**src/rtl/i2c_target_pkg.sv**
```systemverilog
// Shared types and widths for the I2C target.
package i2c_target_pkg;

  localparam int unsigned ADDR_W  = 7;
  localparam int unsigned BYTE_W  = 8;
  localparam int unsigned WORD_W  = 32;
  localparam int unsigned CNT_W   = 3;
  localparam int unsigned NBY_W   = 3;
  localparam int unsigned MAX_NBY = 4;

  // Protocol state of the target
  typedef enum logic [2:0] {
    ST_IDLE      = 3'd0,
    ST_ADDR      = 3'd1,
    ST_AACK      = 3'd2,
    ST_WRITE     = 3'd3,
    ST_WACK      = 3'd4,
    ST_READ      = 3'd5,
    ST_RACK      = 3'd6,
    ST_WAIT_STOP = 3'd7
  } state_e;

  // Bus conditions decoded from the synchronized lines
  typedef enum logic [1:0] {
    COND_NONE  = 2'd0,
    COND_START = 2'd1,
    COND_STOP  = 2'd2
  } bus_cond_e;

  // Sub-phase inside an acknowledge slot:
  // first SCL fall (slot begins), 9th SCL rise, second SCL fall (slot ends)
  typedef enum logic [1:0] {
    PH_FALL1 = 2'd0,
    PH_RISE  = 2'd1,
    PH_FALL2 = 2'd2
  } ack_ph_e;

  // Byte counter that sticks at MAX_NBY
  function automatic logic [NBY_W-1:0] sat_inc(input logic [NBY_W-1:0] n);
    return (n >= NBY_W'(MAX_NBY)) ? n : n + NBY_W'(1);
  endfunction

endpackage

```
**src/rtl/i2c_target_if.sv**
```systemverilog
// Bus and local-side signals of the I2C target.
interface i2c_target_if;
  import i2c_target_pkg::*;

  logic                    scl_i;
  logic                    sda_i;
  logic                    sda_oe_o;
  logic [WORD_W-1:0]       tx_data_i;
  logic                    tx_load_o;
  logic [WORD_W-1:0]       rx_data_o;
  logic [NBY_W-1:0]        rx_nby_o;
  logic                    rx_done_o;
  logic                    busy_o;

  modport slave (
    input  scl_i, sda_i, tx_data_i,
    output sda_oe_o, tx_load_o, rx_data_o, rx_nby_o, rx_done_o, busy_o
  );

  modport master (
    output scl_i, sda_i, tx_data_i,
    input  sda_oe_o, tx_load_o, rx_data_o, rx_nby_o, rx_done_o, busy_o
  );

endinterface

```
**src/rtl/i2c_target_line_sync.sv**
```systemverilog
// SCL/SDA synchronizer with edge and START/STOP detection.
module i2c_line_sync
  import i2c_target_pkg::*;
#(
  parameter int unsigned SYNC_LEN = 2
) (
  input  logic      clk_i,
  input  logic      rst_i,
  input  logic      scl_i,
  input  logic      sda_i,
  output logic      scl_rise_c_o,
  output logic      scl_fall_c_o,
  output logic      sda_c_o,
  output bus_cond_e cond_c_o
);

  logic [SYNC_LEN-1:0] scl_sync_q;
  logic [SYNC_LEN-1:0] sda_sync_q;
  logic                scl_prev_q;
  logic                sda_prev_q;
  logic                scl_s;
  logic                sda_s;

  // Synchronizer chains plus one history stage; reset to idle-high bus
  always_ff @(posedge clk_i) begin
    if (rst_i) begin
      scl_sync_q <= '1;
      sda_sync_q <= '1;
      scl_prev_q <= 1'b1;
      sda_prev_q <= 1'b1;
    end else begin
      scl_sync_q <= {scl_sync_q[SYNC_LEN-2:0], scl_i};
      sda_sync_q <= {sda_sync_q[SYNC_LEN-2:0], sda_i};
      scl_prev_q <= scl_s;
      sda_prev_q <= sda_s;
    end
  end

  assign scl_s        = scl_sync_q[SYNC_LEN-1];
  assign sda_s        = sda_sync_q[SYNC_LEN-1];
  assign scl_rise_c_o = scl_s & ~scl_prev_q;
  assign scl_fall_c_o = ~scl_s & scl_prev_q;
  assign sda_c_o      = sda_s;

  // SDA moving while SCL is held high marks START (fall) or STOP (rise)
  always_comb begin
    cond_c_o = COND_NONE;
    if (scl_s && scl_prev_q) begin
      if (sda_prev_q && !sda_s) begin
        cond_c_o = COND_START;
      end else if (!sda_prev_q && sda_s) begin
        cond_c_o = COND_STOP;
      end
    end
  end

endmodule

```
**src/rtl/i2c_target.sv**
```systemverilog
// I2C target: address match, up to 4-byte write capture, 32-bit read source.
module i2c_target
  import i2c_target_pkg::*;
#(
  parameter logic [ADDR_W-1:0] TGT_ADDR = 7'h50,
  parameter int unsigned       SYNC_LEN = 2
) (
  input  logic         clk_i,
  input  logic         rst_i,
  i2c_target_if.slave  bus
);

  logic      scl_rise;
  logic      scl_fall;
  logic      sda_s;
  bus_cond_e cond;

  state_e              state_q,   state_d;
  ack_ph_e             ph_q,      ph_d;
  logic [CNT_W-1:0]    bit_cnt_q, bit_cnt_d;
  logic [BYTE_W-1:0]   byte_sr_q, byte_sr_d;
  logic [WORD_W-1:0]   tx_sr_q,   tx_sr_d;
  logic                wr_xfer_q, wr_xfer_d;
  logic                oe_q,      oe_d;
  logic                tx_load_q, tx_load_d;
  logic [WORD_W-1:0]   rx_data_q, rx_data_d;
  logic [NBY_W-1:0]    rx_nby_q,  rx_nby_d;
  logic                rx_done_q, rx_done_d;
  logic                busy_q,    busy_d;

  logic [BYTE_W-1:0]   byte_in;
  logic [WORD_W-1:0]   tx_src;

  i2c_line_sync #(
    .SYNC_LEN (SYNC_LEN)
  ) u_sync (
    .clk_i        (clk_i),
    .rst_i        (rst_i),
    .scl_i        (bus.scl_i),
    .sda_i        (bus.sda_i),
    .scl_rise_c_o (scl_rise),
    .scl_fall_c_o (scl_fall),
    .sda_c_o      (sda_s),
    .cond_c_o     (cond)
  );

  // State and datapath registers
  always_ff @(posedge clk_i) begin
    if (rst_i) begin
      state_q   <= ST_IDLE;
      ph_q      <= PH_FALL1;
      bit_cnt_q <= '0;
      byte_sr_q <= '0;
      tx_sr_q   <= '0;
      wr_xfer_q <= 1'b0;
      oe_q      <= 1'b0;
      tx_load_q <= 1'b0;
      rx_data_q <= '0;
      rx_nby_q  <= '0;
      rx_done_q <= 1'b0;
      busy_q    <= 1'b0;
    end else begin
      state_q   <= state_d;
      ph_q      <= ph_d;
      bit_cnt_q <= bit_cnt_d;
      byte_sr_q <= byte_sr_d;
      tx_sr_q   <= tx_sr_d;
      wr_xfer_q <= wr_xfer_d;
      oe_q      <= oe_d;
      tx_load_q <= tx_load_d;
      rx_data_q <= rx_data_d;
      rx_nby_q  <= rx_nby_d;
      rx_done_q <= rx_done_d;
      busy_q    <= busy_d;
    end
  end

  // Next-state and output logic; START/STOP take priority over every state
  always_comb begin
    state_d   = state_q;
    ph_d      = ph_q;
    bit_cnt_d = bit_cnt_q;
    byte_sr_d = byte_sr_q;
    tx_sr_d   = tx_load_q ? bus.tx_data_i : tx_sr_q;
    wr_xfer_d = wr_xfer_q;
    oe_d      = oe_q;
    tx_load_d = 1'b0;
    rx_data_d = rx_data_q;
    rx_nby_d  = rx_nby_q;
    rx_done_d = 1'b0;
    busy_d    = busy_q;
    byte_in   = {byte_sr_q[BYTE_W-2:0], sda_s};
    // Word just captured this cycle may be needed before tx_sr_q settles
    tx_src    = tx_load_q ? bus.tx_data_i : tx_sr_q;

    if (cond != COND_NONE) begin
      rx_done_d = wr_xfer_q && (rx_nby_q != '0);
      wr_xfer_d = 1'b0;
      oe_d      = 1'b0;
      ph_d      = PH_FALL1;
      byte_sr_d = '0;
      if (cond == COND_STOP) begin
        state_d = ST_IDLE;
        busy_d  = 1'b0;
      end else begin
        state_d   = ST_ADDR;
        bit_cnt_d = CNT_W'(BYTE_W - 1);
        busy_d    = 1'b1;
      end
    end else begin
      unique case (state_q)
        ST_IDLE: begin
          oe_d = 1'b0;
        end

        ST_ADDR: begin
          if (scl_rise) begin
            byte_sr_d = byte_in;
            bit_cnt_d = bit_cnt_q - CNT_W'(1);
            if (bit_cnt_q == '0) begin
              if (byte_in[BYTE_W-1:1] == TGT_ADDR) begin
                state_d = ST_AACK;
                ph_d    = PH_FALL1;
                if (!byte_in[0]) begin
                  rx_data_d = '0;
                  rx_nby_d  = '0;
                  wr_xfer_d = 1'b1;
                end
              end else begin
                state_d = ST_WAIT_STOP;
              end
            end
          end
        end

        // byte_sr_q[0] still holds the R/W bit here
        ST_AACK: begin
          if (ph_q == PH_FALL1 && scl_fall) begin
            oe_d = 1'b1;
            ph_d = PH_RISE;
          end else if (ph_q == PH_RISE && scl_rise) begin
            tx_load_d = byte_sr_q[0];
            ph_d      = PH_FALL2;
          end else if (ph_q == PH_FALL2 && scl_fall) begin
            bit_cnt_d = CNT_W'(BYTE_W - 1);
            ph_d      = PH_FALL1;
            if (byte_sr_q[0]) begin
              state_d = ST_READ;
              oe_d    = ~tx_src[WORD_W-1];
            end else begin
              state_d = ST_WRITE;
              oe_d    = 1'b0;
            end
          end
        end

        ST_WRITE: begin
          if (scl_rise) begin
            byte_sr_d = byte_in;
            bit_cnt_d = bit_cnt_q - CNT_W'(1);
            if (bit_cnt_q == '0) begin
              state_d   = ST_WACK;
              ph_d      = PH_FALL1;
              rx_data_d = {rx_data_q[WORD_W-BYTE_W-1:0], byte_in};
              rx_nby_d  = sat_inc(rx_nby_q);
            end
          end
        end

        ST_WACK: begin
          if (ph_q == PH_FALL1 && scl_fall) begin
            oe_d = 1'b1;
            ph_d = PH_RISE;
          end else if (ph_q == PH_RISE && scl_rise) begin
            ph_d = PH_FALL2;
          end else if (ph_q == PH_FALL2 && scl_fall) begin
            oe_d      = 1'b0;
            state_d   = ST_WRITE;
            bit_cnt_d = CNT_W'(BYTE_W - 1);
            ph_d      = PH_FALL1;
          end
        end

        // Shift one bit per rising edge; the next MSB goes out on the falling edge
        ST_READ: begin
          if (scl_fall) begin
            oe_d = ~tx_sr_q[WORD_W-1];
          end else if (scl_rise) begin
            tx_sr_d   = {tx_sr_q[WORD_W-2:0], 1'b0};
            bit_cnt_d = bit_cnt_q - CNT_W'(1);
            if (bit_cnt_q == '0) begin
              state_d = ST_RACK;
              ph_d    = PH_FALL1;
            end
          end
        end

        ST_RACK: begin
          if (ph_q == PH_FALL1 && scl_fall) begin
            oe_d = 1'b0;
            ph_d = PH_RISE;
          end else if (ph_q == PH_RISE && scl_rise) begin
            if (sda_s) begin
              state_d = ST_WAIT_STOP;
            end else begin
              ph_d = PH_FALL2;
            end
          end else if (ph_q == PH_FALL2 && scl_fall) begin
            state_d   = ST_READ;
            oe_d      = ~tx_sr_q[WORD_W-1];
            bit_cnt_d = CNT_W'(BYTE_W - 1);
            ph_d      = PH_FALL1;
          end
        end

        ST_WAIT_STOP: begin
          oe_d = 1'b0;
        end

        default: begin
          state_d = ST_IDLE;
          oe_d    = 1'b0;
        end
      endcase
    end
  end

  assign bus.sda_oe_o  = oe_q;
  assign bus.tx_load_o = tx_load_q;
  assign bus.rx_data_o = rx_data_q;
  assign bus.rx_nby_o  = rx_nby_q;
  assign bus.rx_done_o = rx_done_q;
  assign bus.busy_o    = busy_q;

endmodule
```
**src/flat_wrapper.sv**
```systemverilog
// flat-port wrapper written by rule: the top's interface ports become plain ports
module i2c_target_flat import i2c_target_pkg::*;
#(
  parameter logic [ADDR_W-1:0] TGT_ADDR = 7'h50,
  parameter int unsigned       SYNC_LEN = 2
)
  (clk_i, rst_i, bus_scl_i, bus_sda_i, bus_tx_data_i, bus_sda_oe_o, bus_tx_load_o, bus_rx_data_o, bus_rx_nby_o, bus_rx_done_o, bus_busy_o);
  i2c_target_if bus_i ();
  input  logic clk_i;
  input  logic rst_i;
  input wire logic [$bits(bus_i.scl_i)-1:0] bus_scl_i;
  input wire logic [$bits(bus_i.sda_i)-1:0] bus_sda_i;
  input wire logic [$bits(bus_i.tx_data_i)-1:0] bus_tx_data_i;
  output wire logic [$bits(bus_i.sda_oe_o)-1:0] bus_sda_oe_o;
  output wire logic [$bits(bus_i.tx_load_o)-1:0] bus_tx_load_o;
  output wire logic [$bits(bus_i.rx_data_o)-1:0] bus_rx_data_o;
  output wire logic [$bits(bus_i.rx_nby_o)-1:0] bus_rx_nby_o;
  output wire logic [$bits(bus_i.rx_done_o)-1:0] bus_rx_done_o;
  output wire logic [$bits(bus_i.busy_o)-1:0] bus_busy_o;
  assign bus_i.scl_i = bus_scl_i;
  assign bus_i.sda_i = bus_sda_i;
  assign bus_i.tx_data_i = bus_tx_data_i;
  assign bus_sda_oe_o = bus_i.sda_oe_o;
  assign bus_tx_load_o = bus_i.tx_load_o;
  assign bus_rx_data_o = bus_i.rx_data_o;
  assign bus_rx_nby_o = bus_i.rx_nby_o;
  assign bus_rx_done_o = bus_i.rx_done_o;
  assign bus_busy_o = bus_i.busy_o;
  i2c_target #(.TGT_ADDR(TGT_ADDR), .SYNC_LEN(SYNC_LEN)) u_core (.clk_i(clk_i), .rst_i(rst_i), .bus(bus_i));
endmodule
```
**config.mk**
```make
export PLATFORM = sky130hd
export DESIGN_NAME = i2c_target_flat
export DESIGN_NICKNAME = d
export VERILOG_FILES = /design/src/rtl/i2c_target_pkg.sv /design/src/rtl/i2c_target_if.sv /design/src/rtl/i2c_target_line_sync.sv /design/src/rtl/i2c_target.sv /design/src/flat_wrapper.sv
export SDC_FILE = /design/constraint.sdc
export NUM_CORES = 1
export LEC_CHECK = 0
export BUFFER_PORTS_ARGS = -buffer_cell sky130_fd_sc_hd__buf_2
export CAP_MARGIN = 20
export CORE_MARGIN = 2
export CORE_UTILIZATION = 55
export CTS_BUF_LIST = sky130_fd_sc_hd__clkbuf_2 sky130_fd_sc_hd__clkbuf_4 sky130_fd_sc_hd__clkbuf_8
export CTS_CLUSTER_SIZE = 25
export DETAILED_ROUTE_END_ITERATION = 10
export PLACE_DENSITY = 0.79
export SETUP_SLACK_MARGIN = 0.4
export SYNTH_ARGS = -nofsm -noshare
export SYNTH_HDL_FRONTEND = slang
export SYNTH_HIERARCHICAL = 1
export SYNTH_SLANG_ARGS = --single-unit
```
**constraint.sdc**
```tcl
create_clock -name clk_i -period 2.6 [get_ports clk_i]
set_clock_uncertainty 0.1 [all_clocks]
set_input_delay 0.52 -clock clk_i [delete_from_list [all_inputs] [get_ports clk_i]]
set_output_delay 0.52 -clock clk_i [all_outputs]
set_load 0.02 [all_outputs]
```
==> results, run 1 <==
- The run finished with clean final reports.
- The final worst-path cycle share is 80.5%.
- The critical path class is flip-flop to flip-flop.
- Clock-pin slew was measured on the worst setup and hold paths at roughly 0.09 ns.
- The cell area after layout is 0.00493 mm2.
- Summed over all layers, the routed wires come to roughly 8.9 mm.
- Synthesis inferred 93 register bits.
- The filler cell count is 593.
- The relative area change from synthesis to final layout is 17.0%.
- The total overflow reported by the global router is 0.
- From left edge to right edge, the die measures just over 90 um.
- The area of the core is 0.00733 mm2.
- The first-pass GRT wire length is 14.5 mm.
- The internal power is 2.19 mW.
- Dividing the detail-routed wire length by the instance count gives 14.3 um.
- The final max-slew violation count is 0.
- In this run the number of H-tree levels came out at 3.
- Yosys printed 6 warnings.
- dfxtp_1 takes more of the synthesized area than any other cell.
- The proportion of layout cells with a drive suffix above 1 is 22.4%.
- The ratio of total power to cell area is 618 mW/mm2.
- By area the synthesized netlist is led by dfxtp_1 44%, mux2i_1 17%, nor2_1 7.2%.
- The proportion of synthesized flip-flops having asynchronous set or reset is 0%.
- The synthesized net count is 489.
- The leakage power total is 2.04 nW.
- The count of routing violations after the opening detailed-route iteration is around 240.
- The netlist uses 53 different library cells.
- For this run, design rule violations remaining after detail routing come to 0.
- STA classifies the critical path endpoint as a flip-flop.
- The global placer's final weighted congestion is 0.893.
- TritonCTS built the clock tree.
- For this run, the share of the core covered by cells in the final layout is 67.3%.
- The final critical-path required period is 2.09 ns.
- The part of the power in registers is 50.6%.
- Once placement finished, the instance area stood at 0.00463 mm2.
- The number of hold-slack violations in the final timing report is 0.
- The maximum number of pins on one net before global-route repair is 48.
- In this run the count of I/O pins placed on the die edge is 75.
- The number of hold buffers added after CTS was 0.
- The top fanout value on the critical path is 12.
- The post-synth design cell area is between 0.004 and 0.005 mm2.
- The share of the Yosys chip area taken by registers is about 44%.
- The worst max-slew margin expressed relative to the limit is 65.6%.
- Summed over all failing endpoints, the final setup total negative slack is 0 ns.
- Power comes to 3.05 mW.
- Buffers inserted during clock tree synthesis total 9.
- The combinational group share of total power is 16.9%.
- The number of buffers on the longest clock path is 2.
- The via count is roughly 3.4k.
- Data arrives at the worst endpoint at 2.23 ns.
- The net switching power is 0.859 mW.
- The number of buffer cells added on primary ports is 74.
- Setup violations remaining at the end of the flow were counted as 0.
- The number of clock sinks seen by CTS is 93.
- The worst slack on hold paths is approximately 0.26 ns.
- Max-cap violations in this run came to 0.
- The tree is rooted in a clkbuf_8.
- The post-detailed-route count of antenna-violating nets is 0.
- Setup repair after global routing left no endpoint under its margin.
- Global routing consumed, over all layers together, 21.0% of the routing resources.
- The first detailed-routing pass ran for 4 iterations.
- The net count of the finished layout is 558.
- The number of placement rows is 31.
- The path category of the worst min-delay check is input port to flip-flop.
- The floorplan die height is 91.5 um.
- The number of antenna violations at the first check in global routing came to 0.
- The share of synthesized area in the top cell type comes to 44.2%.
- The average instance in the mapped netlist occupies 9.39 um2.
- The worst vdd rail ir drop is 0.328 mV.
- 0 antenna diodes ended up in the layout.
- The estimated wirelength of the detail-placed design is a little under 6 mm.
- The number of global-route vias before repair came to 3060.
- The clock network accounts for 32.5% of the total power.
- The insertion delay to the later sink of the worst-skew pair is 0.35 ns.
- Using the TritonRoute via totals, the vias-per-cell ratio works out to about 5.5.
- The most used flip-flop cell after synthesis is dfxtp_1.
- The overall die area is around 0.0084 mm2.
- The slew of the pin with the lowest slew margin is 0.516 ns.
- In the final layout, the multi-input gates occupy 0.00217 mm2.
- For this configuration, the core starts out at a cell density of 57.5%.
- The gate count of the mapped netlist is roughly 450.
- The count of flip-flops with a built-in enable after synthesis is 0.
- The total area of sequential cells is 0.00186 mm2.
- The achievable clock frequency is 478 MHz.
- For the worst setup path, the data required time is ~2.7 ns.
- The startpoint kind of the worst setup timing path is a flip-flop.
- The switching share of total power is between 20% and 30%.
==> synthesized netlist by cell type, types with 5 or more instances <==
| library cell | instances |
|---|---|
| a211oi_1 | 35 |
| a21oi_1 | 7 |
| and2_1 | 33 |
| clkbuf_1 | 20 |
| dfxtp_1 | 93 |
| inv_1 | 9 |
| mux2i_1 | 72 |
| nand2_1 | 10 |
| nor2_1 | 81 |
| nor2b_1 | 5 |
| nor3_1 | 8 |
| o21ai_0 | 9 |
| or2_1 | 6 |
==> per-stage QoR <==
step	instances	setup WS, ns
after floorplan	449	0.723
after global placement	599	0.386
after detailed placement	599	0.242
after CTS	615	0.438
after global routing	622	0.384
final	622	0.506
==> flip-flops by register name, indices dropped and copies added, names as in the netlist <==
name                      flops
u_core/state_q                3
u_core/tx_sr_q               32
u_core/byte_sr_q              7
u_core/u_sync/scl_prev_q      1
u_core/bus.rx_nby_o           3
u_core/bit_cnt_q              3
u_core/bus.rx_done_o          1
u_core/bus.sda_oe_o           1
u_core/u_sync/sda_prev_q      1
u_core/bus.rx_data_o         32
u_core/u_sync/scl_sync_q      2
u_core/ph_q                   2
u_core/wr_xfer_q              1
u_core/bus.tx_load_o          1
u_core/u_sync/sda_sync_q      2
u_core/bus.busy_o             1
==> power groups by stage <==
stage          combinational [mW]  sequential, mW  clock, mW
2_1_floorplan               0.443            1.51          0
3_3_place_gp                0.486            1.56          0
3_5_place_dp                0.498            1.57          0
4_1_cts                     0.503            1.54       1.01
5_1_grt                     0.573            1.55       1.07
6_report                    0.515            1.54      0.989
==> cell usage in the layout, fill, tap and decap left out, types with 2 or more instances in the layout <==
master    count
a211oi_1     35
a21oi_1       7
a311o_1       2
and2_1       33
and3_1        3
and3b_1       2
and4b_1       2
buf_12        2
buf_2        74
buf_4        13
clkbuf_4      3
clkbuf_8     10
dfxtp_1      91
dfxtp_2       2
ha_1          4
inv_1         9
mux2i_1      72
nand2_1      10
nand3_1       2
nor2_1       81
nor2b_1       4
nor3_1        7
nor4_1        2
o21ai_0       9
o22ai_1       2
or2_1         6
or3_1         3
==> layer usage <==
layer  vias up  share of wire, %  GRT usage, %
met3         8               3.5          4.56
met4         0               1.1          6.57
met5         -                 0             0
met2        71                48          32.7
met1      1616                48          29.2
li1       1712                 -             -
==> what timing repair did <==
action                                  in CTS  in global routing
gates cloned                                 0                  1
resized for setup                            3                  4
endpoints found under the setup margin      24                 43
setup buffers                                0                  6
==> final timing paths <==
check	from	end	slack (ns)	cells after the start
max reg2reg	u_core/byte_sr_q[1]	u_core/bus.rx_data_o[24]	0.51	6
min reg2reg	u_core/u_sync/scl_sync_q[0]	u_core/u_sync/scl_sync_q[1]	0.31	1
max	u_core/byte_sr_q[1]	u_core/bus.rx_data_o[24]	0.51	6
min	bus_scl_i	u_core/u_sync/scl_sync_q[0]	0.26	2
==> cells by family after synthesis <==
group | after synthesis | share of synthesized area (%)
simple gates | 168 | 20.2
flops | 93 | 44.2
mux | 73 | 17.4
compound gates | 70 | 12.2
buf+inv | 41 | 4.81
fa+ha+maj | 4 | 1.19
==> worst max-delay path, stage by stage, from the launching register on <==
cell and delay [ns]:
dfxtp_1 0.36, nor4b_4 0.34, and4b_1 0.28, o2111a_2 0.34, buf_4 0.28, mux2i_1 0.22, nor2_1 0.06
==> area by class of cell <==
cell class	count	area share, %
Inverter	9	0.685
Tap cell	99	2.51
Clock buffer	13	3.25
Sequential cell	93	37.8
Timing Repair Buffer	90	10.8
Clock inverter	3	0.888
Multi-Input combinational cell	315	44.0
(Power assumes the default switching activity.)
==> inputs of run 2 (changes only) <==
--- a/config.mk
+++ b/config.mk
@@ -5,6 +5,7 @@
 export SDC_FILE = /design/constraint.sdc
 export NUM_CORES = 1
 export LEC_CHECK = 0
+export ABC_AREA = 1
 export BUFFER_PORTS_ARGS = -buffer_cell sky130_fd_sc_hd__buf_2
 export CAP_MARGIN = 20
 export CORE_MARGIN = 2
==> constraint.sdc (replaced) <==
create_clock -name clk_i -period 2.2 [get_ports clk_i]
set_clock_uncertainty 0.1 [all_clocks]
set_input_delay 0.44 -clock clk_i [delete_from_list [all_inputs] [get_ports clk_i]]
set_output_delay 0.44 -clock clk_i [all_outputs]
set_load 0.02 [all_outputs]
==> results, run 2 <==
- The relative area change from synthesis to final layout is 35.4% (was 17.0%).
- The critical path class is flip-flop to flip-flop (unchanged).
- The kind of capture point of the worst setup path is a flip-flop (unchanged).
- The final max-slew violation count came to 0 (unchanged).
- The number of H-tree branching levels came to 3 (unchanged).
- The worst max-slew margin expressed relative to the limit is 68.5% (was 65.6%).
- The leakage power total is 2.29 nW (was 2.04 nW).
- The root cell of the clock tree was clkbuf_8 (unchanged).
- The number of antenna violations at the first check in global routing is 0 (unchanged).
- The logic depth of the worst register-to-register path came to 10 (was 6).
- Top cell types by occurrence after synthesis: 105 x a21oi_1, 93 x dfxtp_1, 82 x nand2_1 (was 93 x dfxtp_1, 81 x nor2_1, 72 x mux2i_1).
- The final total negative setup slack is 0 ns (unchanged).
- The total overflow reported by the global router was 0 (unchanged).
- The worst vdd rail ir drop is 0.418 mV (was 0.328 mV).
- The post-synth design cell area is 0.00420 mm2 (was 0.00421 mm2).
- The horizontal extent of the die is 91.4 um (was 91.5 um).
- The floorplan die height is 91.4 um (was 91.5 um).
- The synthesis-stage register bit count is 93 (unchanged).
- The insertion delay to the later sink of the worst-skew pair is 0.37 ns (was 0.35 ns).
- The hold-critical path depth is 2 (unchanged).
- The number of top-level pins came to 75 (unchanged).
- The number of max-capacitance violations reported was 0 (unchanged).
- The average wire length per cell after detail routing is 17.0 um (was 14.3 um).
- The clock slew at the register clock pins of the worst setup and hold paths is 0.10 ns (was 0.09 ns).
- The most used flip-flop cell after synthesis is dfxtp_1 (unchanged).
- The top fanout value on the critical path is 8 (was 12).
- The first-pass GRT wire length is 16.6 mm (was 14.5 mm).
- Setup repair after global routing missed its margin: true (was false).
- The aggregate routed wire length was 13.2 mm (was 8.91 mm).
- The count of routing violations after the opening detailed-route iteration is 380 (was 243).
- The gate count of the mapped netlist came to 583 (was 449).
- The antenna diode instance count came to 0 (unchanged).
- The data arrival time of the worst path is 2.13 ns (was 2.23 ns).
- The proportion of synthesized flip-flops having asynchronous set or reset is 0% (unchanged).
- The global placer's final weighted congestion was 0.872 (was 0.893).
- The ratio of total power to cell area is 718 mW/mm2 (was 618 mW/mm2).
- The achievable clock frequency is 514 MHz (was 478 MHz).
- The endpoint of the worst hold path is u_core/u_sync/sda_sync_q[0] (was u_core/u_sync/scl_sync_q[0]).
- The cell with the most instances after synthesis is a21oi_1 (was dfxtp_1).
- The count of flip-flops with a built-in enable after synthesis is 0 (unchanged).
- The overall global routing resource usage is 24.1% (was 21.0%).
- The number of placement rows came to 31 (unchanged).
- The initial cell density of the core is 57.3% (was 57.5%).
- The number of library cell types mapped by synthesis came to 30 (was 53).
- The cell type with the highest aggregate area in the netlist is dfxtp_1 (unchanged).
- The post-synthesis area per instance is 7.20 um2 (was 9.39 um2).
- The number of buffer cells added on primary ports came to 74 (unchanged).
- The share of the synthesized area in the top cell type is 44.3% (was 44.2%).
- The final critical-path required period is 1.95 ns (was 2.09 ns).
- The final core utilization is 77.6% (was 67.3%).
- The required arrival time at the worst endpoint came to 2.38 ns (was 2.73 ns).
- The via count is 4483 (was 3407).
- The iteration count of the initial detailed-routing pass came to 5 (was 4).
- The final setup violation count is 0 (unchanged).
- The slack of the critical path is 0.253 ns (was 0.506 ns).
- The detailed-route DRC error count was 0 (unchanged).
- The estimated wirelength of the detail-placed design is 6.39 mm (was 5.81 mm).
- The launch instance of the worst min-delay path was bus_sda_i (was bus_scl_i).
- The cell area after layout is 0.00569 mm2 (was 0.00493 mm2).
- Most frequent cells in the layout: 84 x dfxtp_1, 77 x nand2_1, 74 x buf_2 (was 91 x dfxtp_1, 81 x nor2_1, 74 x buf_2).
- The launch point of the worst reg-to-reg path was u_core/u_sync/sda_sync_q[1] (was u_core/byte_sr_q[1]).
- The startpoint kind of the worst setup timing path is a flip-flop (unchanged).
- The sequential area share after synthesis is 44.3% (was 44.2%).
- The clock tree from TritonCTS is built (unchanged).
- The most common library cell in the layout ignoring fill and taps is dfxtp_1 (unchanged).
- The via count normalized by instance count is 5.77 (was 5.48).
- The final worst-path cycle share is 88.5% (was 80.5%).
- The non-filler instance count after layout is 777 (was 622).
- The area of the core came to 0.00733 mm2 (unchanged).
- The setup slack of the worst register-to-register path is 0.25 ns (was 0.51 ns).
- The number of hold-slack violations in the final timing report is 0 (unchanged).
- The cell area after placement is 0.00461 mm2 (was 0.00463 mm2).
- The count of synthesis-stage warnings from yosys came to 6 (unchanged).
- The CTS buffer count is 9 (unchanged).
- The overall power of the completed layout is 4.08 mW (was 3.05 mW).
- The slew of the pin with the lowest slew margin is 0.460 ns (was 0.516 ns).
- The path category of the worst min-delay check is input port to flip-flop (unchanged).
- The worst-case setup slack after placement is 0.263 ns (was 0.242 ns).
- The number of clock sinks seen by CTS is 93 (unchanged).
- The net count of the finished layout is 713 (was 558).
- The worst slack on hold paths is 0.161 ns (was 0.262 ns).
- The post-detailed-route count of antenna-violating nets is 0 (unchanged).
- The synthesized net count is 623 (was 489).
- Run status: completed (unchanged).
- The destination of the worst register-to-register timing path is u_core/tx_sr_q[19] (was u_core/bus.rx_data_o[24]).
- The number of global-route vias before repair was 3566 (was 3060).
- Largest cells by area after synthesis: dfxtp_1 44%, a21oi_1 13%, nand2_1 7.3% (was dfxtp_1 44%, mux2i_1 17%, nor2_1 7.2%).
- The proportion of layout cells with a drive suffix above 1 came to 33.5% (was 22.4%).
- The overall die area came to 0.00835 mm2 (was 0.00838 mm2).
- The number of cells after detailed placement is 733 (was 599).
- The number of buffers on the longest clock path came to 2 (unchanged).
- The maximum number of pins on one net before global-route repair was 36 (was 48).
[run 2: timing repair]
item / CTS / global route
gates cloned: 2 / 11
resized for setup: 16 / 116
hold buffers: 0 / 0
setup buffers: 2 / 13
setup endpoints to repair: 70 / 75
pin swaps: 2 / 15
[run 2: final cells by class]
cell class,count,area [um2]
Clock buffer,9,124
Clock inverter,7,71.3
Fill cell,485,1640
Inverter,70,268
Multi-Input combinational cell,386,2280
Sequential cell,93,1880
Tap cell,99,124
Timing Repair Buffer,113,942
[run 2: where the power goes]
part | internal [mW] | leakage (nW) | total [mW] | switching [mW]
sequential | 1.75 | 0.754 | 1.85 | 0.0985
clock | 0.439 | 0.0922 | 1.12 | 0.684
combinational | 0.405 | 1.44 | 1.11 | 0.704
[run 2: kinds of logic (layout without fill, tap and decap cells)]
logic type                 after synthesis  in the layout  share of synthesized area (%)
xor gates and xnor gates                 1              1                          0.209
adders and majority gates                4              4                           1.19
buffers and inverters                  104            199                           10.6
AOI/OAI and AO/OA                      189            189                           22.9
DFF                                     93             93                           44.3
and+or+nand+nor                        192            192                           20.7
[run 2: worst max path at each step]
stage | start | to | slack (ns) | depth (start not counted)
CTS | u_core/bit_cnt_q[0] | u_core/bus.rx_data_o[13] | 0.38 | 12
global placement | u_core/state_q[0] | u_core/bus.rx_data_o[11] | 0.31 | 9
floorplan | u_core/u_sync/sda_sync_q[1] | u_core/tx_sr_q[1] | 0.50 | 8
global route | u_core/bit_cnt_q[0] | u_core/bus.rx_data_o[14] | 0.20 | 11
detailed placement | u_core/state_q[0] | u_core/bus.rx_data_o[29] | 0.26 | 9
finish | u_core/u_sync/sda_sync_q[1] | u_core/tx_sr_q[19] | 0.25 | 10
[run 2: critical path: stages, from the launching register on]
cell and delay [ns]:
dfxtp_4 0.39, inv_2 0.04, nand2_2 0.06, nor2_2 0.05, nor2_4 0.19, inv_4 0.08, nor4_4 0.29, buf_6 0.20
buf_6 0.16, o21ai_1 0.07, a21oi_1 0.23
[run 2: layer usage]
metal,global-route usage [%],wire [um]
met1,31.9,5160
met2,39.3,6630
met3,4.65,972
met4,8.21,448
met5,0,0
